**src/rtl/servo_pkg.sv**
```systemverilog
// Shared types and constants for the servo ramp controller.
package servo_pkg;

  localparam int POS_W = 15;
  localparam logic [POS_W-1:0] POS_CENTER = 15'd16384;

  typedef enum logic {
    IDLE   = 1'b0,
    UPDATE = 1'b1
  } state_t;

  // Index width for a counter over n items; never narrower than one bit.
  function automatic int idx_width(input int n);
    idx_width = (n <= 2) ? 1 : $clog2(n);
  endfunction

endpackage

```
**src/rtl/servo_step.sv**
```systemverilog
// Single-channel slew step: moves pos toward target by at most STEP.
module servo_step
  import servo_pkg::*;
#(
  parameter int STEP = 512
) (
  input  logic [POS_W-1:0] i_pos,
  input  logic [POS_W-1:0] i_target,
  output logic [POS_W-1:0] o_next_pos
);

  localparam logic signed [15:0] STEP_S = 16'(STEP);

  logic signed [15:0] w_d;
  logic signed [15:0] w_abs;

  assign w_d = signed'({1'b0, i_target}) - signed'({1'b0, i_pos});

  // Both operands are within [0, 32767], so stepping toward target cannot wrap.
  always_comb begin
    w_abs = w_d[15] ? -w_d : w_d;
    if (w_abs <= STEP_S) begin
      o_next_pos = i_target;
    end else if (w_d[15]) begin
      o_next_pos = i_pos - STEP_S[POS_W-1:0];
    end else begin
      o_next_pos = i_pos + STEP_S[POS_W-1:0];
    end
  end

endmodule

```
**src/rtl/servo_ramp_ctrl.sv**
```systemverilog
// Multi-channel servo position scheduler with one shared step engine per frame.
// Optional target clamping to [POS_MIN, POS_MAX] is enabled by SERVO_LIMIT_EN.
module servo_ramp_ctrl
  import servo_pkg::*;
#(
  parameter int CH          = 5,
  parameter int FRAME_TICKS = 1_000_000,
  parameter int STEP        = 512,
  parameter int POS_MIN     = 0,
  parameter int POS_MAX     = 32767
) (
  input  logic                CLK,
  input  logic                RST_N,
  input  logic                cmd_valid,
  output logic                cmd_ready,
  input  logic [2:0]          cmd_ch,
  input  logic [POS_W-1:0]    cmd_pos,
  output logic                cmd_err,
  output logic [CH*POS_W-1:0] pos_out,
  output logic [CH-1:0]       busy,
  output logic                frame_tick
);

  localparam int IW    = idx_width(CH);
  localparam int CNT_W = idx_width(FRAME_TICKS);
  localparam logic [CNT_W-1:0] CNT_LAST = CNT_W'(FRAME_TICKS - 1);
  localparam logic [IW-1:0]    IDX_LAST = IW'(CH - 1);
  localparam logic [3:0]       CH_L     = 4'(CH);

`ifdef SERVO_LIMIT_EN
  localparam logic [POS_W-1:0] P_MIN = POS_W'(POS_MIN);
  localparam logic [POS_W-1:0] P_MAX = POS_W'(POS_MAX);
  localparam logic [POS_W-1:0] RST_POS = (POS_CENTER < P_MIN) ? P_MIN :
                                         (POS_CENTER > P_MAX) ? P_MAX : POS_CENTER;
`else
  localparam logic [POS_W-1:0] RST_POS = POS_CENTER;
`endif

  state_t           r_state;
  state_t           w_state_nxt;
  logic [IW-1:0]    r_idx;
  logic [IW-1:0]    w_idx_nxt;
  logic             w_upd;
  logic [CNT_W-1:0] r_cnt;
  logic [CNT_W-1:0] w_cnt_nxt;
  logic             r_tick;
  logic             r_cmd_err;
  logic             w_accept;
  logic             w_ch_ok;
  logic [POS_W-1:0] w_cmd_pos;
  logic [POS_W-1:0] w_sel_pos;
  logic [POS_W-1:0] w_sel_target;
  logic [POS_W-1:0] w_next_pos;
  logic [POS_W-1:0] r_pos    [CH];
  logic [POS_W-1:0] r_target [CH];

  assign cmd_ready  = (r_state == IDLE);
  assign cmd_err    = r_cmd_err;
  assign frame_tick = r_tick;
  assign w_accept   = cmd_valid && cmd_ready;
  assign w_ch_ok    = ({1'b0, cmd_ch} < CH_L);
  assign w_cnt_nxt  = (r_cnt == CNT_LAST) ? '0 : r_cnt + 1'b1;

  // Target conditioning before storage.
  always_comb begin
`ifdef SERVO_LIMIT_EN
    if (cmd_pos < P_MIN) begin
      w_cmd_pos = P_MIN;
    end else if (cmd_pos > P_MAX) begin
      w_cmd_pos = P_MAX;
    end else begin
      w_cmd_pos = cmd_pos;
    end
`else
    w_cmd_pos = cmd_pos;
`endif
  end

  // Frame counter and tick; the tick is registered one cycle ahead of the wrap.
  always_ff @(posedge CLK) begin
    if (!RST_N) begin
      r_cnt  <= '0;
      r_tick <= 1'b0;
    end else begin
      r_cnt  <= w_cnt_nxt;
      r_tick <= (w_cnt_nxt == CNT_LAST);
    end
  end

  // FSM state register.
  always_ff @(posedge CLK) begin
    if (!RST_N) begin
      r_state <= IDLE;
      r_idx   <= '0;
    end else begin
      r_state <= w_state_nxt;
      r_idx   <= w_idx_nxt;
    end
  end

  // FSM next state: one channel per UPDATE cycle.
  always_comb begin
    w_state_nxt = r_state;
    w_idx_nxt   = r_idx;
    w_upd       = 1'b0;
    case (r_state)
      IDLE: begin
        if (r_tick) begin
          w_state_nxt = UPDATE;
          w_idx_nxt   = '0;
        end else begin
          w_state_nxt = IDLE;
        end
      end
      UPDATE: begin
        w_upd = 1'b1;
        if (r_idx == IDX_LAST) begin
          w_state_nxt = IDLE;
          w_idx_nxt   = '0;
        end else begin
          w_idx_nxt = r_idx + 1'b1;
        end
      end
      default: begin
        w_state_nxt = IDLE;
        w_idx_nxt   = '0;
      end
    endcase
  end

  // Channel multiplexer feeding the shared step engine.
  always_comb begin
    w_sel_pos    = r_pos[0];
    w_sel_target = r_target[0];
    for (int i = 1; i < CH; i++) begin
      if (r_idx == IW'(i)) begin
        w_sel_pos    = r_pos[i];
        w_sel_target = r_target[i];
      end else begin
        w_sel_pos    = w_sel_pos;
        w_sel_target = w_sel_target;
      end
    end
  end

  servo_step #(
    .STEP(STEP)
  ) u_step (
    .i_pos     (w_sel_pos),
    .i_target  (w_sel_target),
    .o_next_pos(w_next_pos)
  );

  // Target/position storage and the invalid-channel error pulse.
  always_ff @(posedge CLK) begin
    if (!RST_N) begin
      r_cmd_err <= 1'b0;
      for (int i = 0; i < CH; i++) begin
        r_pos[i]    <= RST_POS;
        r_target[i] <= RST_POS;
      end
    end else begin
      r_cmd_err <= w_accept && !w_ch_ok;
      for (int i = 0; i < CH; i++) begin
        if (w_accept && (cmd_ch == 3'(i))) begin
          r_target[i] <= w_cmd_pos;
        end
        if (w_upd && (r_idx == IW'(i))) begin
          r_pos[i] <= w_next_pos;
        end
      end
    end
  end

  for (genvar g = 0; g < CH; g++) begin : g_out
    assign pos_out[g*POS_W +: POS_W] = r_pos[g];
    assign busy[g]                   = (r_pos[g] != r_target[g]);
  end

endmodule

```
**config.mk**
```make
export PLATFORM = sky130hd
export DESIGN_NAME = servo_ramp_ctrl
export DESIGN_NICKNAME = d
export VERILOG_FILES = /design/src/rtl/servo_pkg.sv /design/src/rtl/servo_step.sv /design/src/rtl/servo_ramp_ctrl.sv
export SDC_FILE = /design/constraint.sdc
export NUM_CORES = 1
export LEC_CHECK = 0
export BUFFER_PORTS_ARGS = -buffer_cell sky130_fd_sc_hd__buf_2
export CAP_MARGIN = 10
export CORE_UTILIZATION = 40
export DETAILED_ROUTE_END_ITERATION = 12
export SLEW_MARGIN = 5
export SYNTH_ARGS = -nofsm -noshare
export SYNTH_HDL_FRONTEND = slang
export SYNTH_SLANG_ARGS = --single-unit
```
**constraint.sdc**
```tcl
create_clock -name CLK -period 6.1 [get_ports CLK]
set_input_delay 0.305 -clock CLK [delete_from_list [all_inputs] [get_ports CLK]]
set_output_delay 0.305 -clock CLK [all_outputs]
set_load 0.02 [all_outputs]
```
# Yosys cells after proc, flatten, opt, wreduce, memory -nomap -nowiden
# Memory sizes are Yosys's and may differ from the RTL's.
# Index checks and enable logic that the tools add are counted.
[op_classes] add_sub_neg=6 n_eq_ne=16 order_cmp=2 n_mux=60 n_bitwise=11 n_reduce_logical=15
[ops] operator="$mux 15" count=20
[ops] operator="$ne 15x15->1" count=5
[ops] operator="$eq 20x20->1 const B" count=2
[ops] operator="$mux 1" count=34
[ops] operator="$add 20x1->20 const B" count=1
[ops] operator="$mux 20" count=1
[ops] operator="$le 16x11->1 const B" count=1
[ops] operator="$mux 16" count=1
[ops] operator="$neg 16->16" count=1
[ops] operator="$sub 15x15->16" count=1
[ops] operator="$add 15x10->15 const B" count=1
[ops] operator="$sub 15x10->15 const B" count=1
[ops] operator="$eq 3x2->1 const B" count=4
[ops] operator="$logic_and 1x1->1" count=12
[ops] operator="$or 1x1->1" count=10
[ops] operator="$eq 3x1->1 const B" count=2
[ops] operator="$eq 3x3->1 const B" count=2
[ops] operator="$logic_not 3->1" count=2
[ops] operator="$mux 3" count=2
[ops] operator="$pmux 3 s2" count=1
[ops] operator="$add 3x1->3 const B" count=1
[ops] operator="$lt 3x3->1 const B" count=1
[ops] operator="$ne 2x1->1 const B" count=1
[ops] operator="$pmux 1 s2" count=1
[ops] operator="2 further kinds" count=2
[totals] ramBits=150 elab_cells=117 memories=2 regBits=26 input_bits=21
[memory_table] memory="r_pos" depth=5 width=15 read_ports=5 rd_ports_with_merged_regs=0 wr=5 line_no="servo_ramp_ctrl.sv:54" rtl="logic [POS_W-1:0] r_pos [CH];"
[memory_table] memory="r_target" depth=5 width=15 read_ports=5 rd_ports_with_merged_regs=0 wr=5 line_no="servo_ramp_ctrl.sv:55" rtl="logic [POS_W-1:0] r_target [CH];"

# Longest topological paths before layout
[depth] ltp_word=11 ltp_mapped=26

# Modules after synthesis
# From an unflattened synthesis, not the netlist that was laid out.
[unflattened] cells_unflattened=897 hier_area_um2=9910.8
[modules_own_cells] module="servo_ramp_ctrl" seq_area_each_um2=5024.8 n_inst=1 cells_each=678 area_per_inst_um2=8219.1
[modules_own_cells] module="servo_step" seq_area_each_um2=0.0 n_inst=1 cells_each=219 area_per_inst_um2=1691.6

# Worst setup path after synthesis
# Ideal clock, no wire load.
[synth_path] kind="register -> register" start="register r_idx[1]" end="memory r_pos[0][0] (data pin)" path_stages_with_launch=25 setup_ns=0.275 arrival_time_ns=5.346 t_required_ns=5.825 slack_ns=0.479 period_less_slack_ns=5.621 cell_sequence="dfxtp_1 > inv_1 > ha_1 > nand2_1 > clkbuf_1 > clkbuf_1 > mux2i_1 > a211oi_1 > a21oi_1 > nand2_1 > o21ai_0 > ha_1 > inv_1 > fa_1 > nand2_1 > a21oi_1 > o311ai_4 > a21oi_2 > o22ai_2 > xor2_1 > or3b_1 > o31a_1 > mux2_4 > nor3_4 > o41ai_1"
[synth_rtl] element="from (decl)" line_no="servo_ramp_ctrl.sv:41" rtl="logic [IW-1:0] r_idx;"
[synth_rtl] element="from (signal assigned)" line_no="servo_ramp_ctrl.sv:97" rtl="r_idx <= w_idx_nxt;"
[synth_rtl] element="to (decl)" line_no="servo_ramp_ctrl.sv:54"

==> results.md <==
Outcome:
- The flow ran to the end, but the final reports show violations.
- The checks that failed: design-rule violations.

Place:
- After legalization and detailed placement, the total HPWL measured 22.6 mm.
- The global placer's final weighted congestion is 0.887.
- The placement-stage worst setup slack is 0.000105 ns.
- The count of input and output buffers is about 100.
- After detailed placement, the design holds a cell count of 1,326.

Timing:
- The timing-limited maximum frequency is 0.175 GHz.
- The tightest slew margin relative to the limit is 35.5%.
- In the finished design, the share of the clock period the worst path needs comes to between 90% and 100%.
- The worst path meets setup with 0.396 ns of slack.
- Setup repair after global routing left no endpoint under its margin.
- The setup TNS is 0 ns.
- The number of setup violations in the final report is 0.
- The post-route minimum period is 5.70 ns.
- The total count of hold-check failures in the final report is 0.
- The number of max-slew violations in the final report came to 0.
- The slew at the pin closest to its max-slew limit is between 0.9 and 1 ns.
- The worst clock skew is between 0.01 and 0.015 ns.

Worst setup path:
- The worst register-to-register path begins at r_idx[0].
- The worst setup path is launched from a register.
- For the worst setup path, the data arrival time is 5.87 ns.
- Data on the critical path is required at its endpoint by 6.27 ns.
- The critical-path maximum fanout is 23.
- For this design, the slowest cell found on the critical path is ha_1.
- Walking the worst path, the cells encountered are inv_1 -> ha_1 -> nand2_4 -> buf_4 -> buf_4 -> nor2_1 -> a211oi_1 -> a21oi_1 -> nand2_1 -> o21ai_0 -> ha_1 -> a21o_1 -> a21o_1 -> or3_1 -> o22ai_2 -> xor2_1 -> or3b_1 -> o31a_1 -> mux2_4 -> nor3_4 -> buf_4 -> o41ai_2.
- The dominant cell type by count on the critical path is buf_4.
- The critical path is of the register to register type.
- The worst stage delay on the critical path is 0.44 ns.
- The kind of end point of the critical path is a register.
- The kind of cell with the highest combined delay on the critical path is compound AO/OA/AOI/OAI gates.
- The sum of buffers and inverters on the critical path is 4.
- The startpoint of the most critical setup path is r_idx[0].

Logic synthesis:
- The count of yosys warnings during synthesis is 0.
- The net count after synthesis is 949.
- The number of different library cells used by synthesis comes to 78.
- For this run, asynchronously set or reset flops after synthesis account for 0%.
- In this run, synthesis produced a sequential element count of 176.
- Ranked by total cell area, the synthesized netlist is headed by edfxtp_1 (46%), xor2_1 (7.9%), dfxtp_1 (5.3%).
- The commonest cells after synthesis are edfxtp_1 (150), xor2_1 (89), nor2_1 (83), nand2_1 (67), o21ai_0 (35).
- The cell type contributing the most total cell area after synthesis is edfxtp_1.
- The top-area cell type share of the netlist area is 45.6%.
- The synthesized design contains 150 enable-type register cells.
- The synthesized netlist occupies a cell area of 9880 um2.
- Sequential cells were found to cover 50.9% of the synthesized design area.
- Among all cell types in the netlist, the one instantiated most often is edfxtp_1.
- Synthesis handed over a netlist of 901 instances.
- The predominant post-synthesis flop cell is edfxtp_1.
- In this run the mean area of a mapped cell was 11.0 um2.

Drt:
- The number of nets with antenna violations after routing is 0.
- In this run, the number of DRC markers left after iteration 0 of detailed routing was 740.
- The mean number of vias per cell is between 5 and 6.
- The per-cell routed wire length is 22.1 um.
- The count of TritonRoute iterations in the first routing pass is 9.
- The vias after detailed routing is 7,824.
- After detailed routing, the total wire length is 30.0 mm.
- The number of remaining DRC errors is 2.

Pwr:
- The internal power is 2.11 mW.
- The relative contribution of sequential cells to total power is 47.6%.
- Dividing total power by cell area gives a power density of 261 nW/um2.
- The maximum ir drop on the vdd rail is 0.000157 V.
- Net switching is 30.2% of the power.
- The share of total power dissipated in the clock network is between 30% and 40%.
- Total power for the finished layout comes to 3.03 mW.
- For this design the total switching power over the nets is 0.913 mW.
- The analysis attributes to cell leakage a power of approximately 4.5 nW.
- The portion of total power attributed to combinational logic is 18.9%.

Floorplanning:
- The die covers ~25,000 um2.
- The boundary pin count is roughly 100.
- Once the floorplan was initialized, standard cells occupied about 41% of the core.
- In this run the horizontal extent of the chip is 159 um.
- The core region is ~24,000 um2.
- The floorplan has 57 rows.
- Measured along the y axis, the die boundary spans 159 um.

Clock tree:
- The number of buffers on the longest clock path is 2.
- The count of H-tree levels built during CTS is 4.
- The clock drives around 180 sinks.
- The clock tree from TritonCTS is yes.
- The number of gates resized after CTS was 1.
- Buffers added to address setup during post-CTS repair amount to 0.
- Buffers inserted to repair hold after CTS numbered 0.
- The clock slew seen by the registers of the worst setup and hold paths is 0.07 ns.
- The later pin in the worst-skew pair is clocked with a latency of 0.44 ns.
- The tree is rooted in a clkbuf_16.
- The total clock buffers created by CTS is 17.

GRT:
- After global routing the overflow that remains totals 0.
- For this run, global-route usage on met2 was measured as 37.2%.
- The aggregate global-route resource usage is 24.0%.
- Entering global routing, the biggest net connects 25 pins.
- The global routing met1 resource utilization is 34.5%.
- The global-route wire length before repair is 45.4 mm.
- For this run, global-route usage on met3 was measured as 3.39%.
- The layer flagged by global routing as most heavily used is met2.
- The number of global-route vias before repair is 7,467.
- The initial antenna violation count is 0.

Cells and area:
- For this run, the number of standard cells in the final layout without fillers is 1,358.
- 0 antenna diodes ended up in the layout.
- In the final layout, flip-flops and latches occupy 5020 um2.
- In the final layout, the share of cells above drive strength 1 is 21.3%.
- The area occupied by multi-input gates is 4820 um2.
- The final net count is 1,069.
- The filler cells instantiated in the layout total around 2,200.
- The area growth from synthesis to final layout is 17.5%.

Flow run:
- The number of max-cap violations is 0.

Worst hold path:
- The path class of the tightest hold or removal check is input pin to register.
- In this run the most critical hold path is launched from cmd_ch[2].
-- metrics by stage --
step / hold slack (ns) / area [um2] / utilization, %
global route: 0.192 / 11600 / 47.9
CTS: 0.174 / 11500 / 47.3
finish: 0.179 / 11600 / 47.9
detailed placement: 0.451 / 10900 / 45.1
floorplan: 0.426 / 9880 / -
global placement: 0.444 / 10900 / 45.1
-- area by class of cell --
cell class / count / area share (%)
clock buffers: 19 / 3.74
clock inverters: 13 / 0.905
inverters: 16 / 0.517
multi-input cells: 674 / 41.5
flip-flops and latches: 176 / 43.3
well taps: 324 / 3.49
repair buffers: 136 / 6.57
-- routing by layer --
metal | vias up | share of wire, %
li1 | 3626 | -
met4 | 0 | 2.2
met2 | 315 | 45
met5 | - | 0
met1 | 3838 | 46
met3 | 45 | 6.9
-- power groups by stage --
| stage | registers, mW | clock network [mW] | logic [mW] |
|---|---|---|---|
| finish | 1.44 | 1.01 | 0.573 |
| global route | 1.45 | 1.07 | 0.619 |
| CTS | 1.44 | 1.02 | 0.562 |
| detailed placement | 1.47 | 0 | 0.558 |
| global placement | 1.47 | 0 | 0.556 |
| floorplan | 1.48 | 0 | 0.355 |
-- sequential cells by signal (all words and copies together) (netlist names) --
| name | count |
|---|---|
| frame_tick | 1 |
| r_idx | 3 |
| cmd_err | 1 |
| r_state | 1 |
| r_target | 75 |
| r_cnt | 20 |
| r_pos | 75 |
-- placed cells by master, fill, tap and decap left out, drive strengths merged, types with 24 or more instances in the layout --
cell type / count
xor2: 89
ha: 25
nand4: 24
mux2i: 34
o21ai: 37
nand2: 68
buf: 136
a21oi: 36
nor2: 84
dfxtp: 26
edfxtp: 150
-- cells by family after synthesis --
| kind of cell | synth area share (%) |
|---|---|
| simple gates | 15.6 |
| compound gates | 14.0 |
| flops | 50.9 |
| xor+xnor | 9.63 |
| buf+inv | 2.09 |
| mux | 4.22 |
| fa+ha+maj | 3.57 |
-- worst register-to-register path, cell delays in order, from the launching register on --
cell and delay [ns]:
dfxtp_1 0.39, inv_1 0.08, ha_1 0.30, nand2_4 0.27, buf_4 0.22, buf_4 0.17
nor2_1 0.05, a211oi_1 0.22, a21oi_1 0.06, nand2_1 0.07, o21ai_0 0.13, ha_1 0.44
a21o_1 0.28, a21o_1 0.24, or3_1 0.33, o22ai_2 0.18, xor2_1 0.22, or3b_1 0.42
o31a_1 0.36, mux2_4 0.29, nor3_4 0.04, buf_4 0.23, o41ai_2 0.44
-- final timing paths --
kind | to | slack [ns] | cells after the start
hold reg to reg | r_cnt[0] | 0.46 | 1
setup / recovery | r_pos[0][60] | 0.40 | 22
hold / removal | cmd_err | 0.18 | 3
setup reg to reg | r_pos[0][60] | 0.40 | 22
Power figures use the tool's default switching activity.
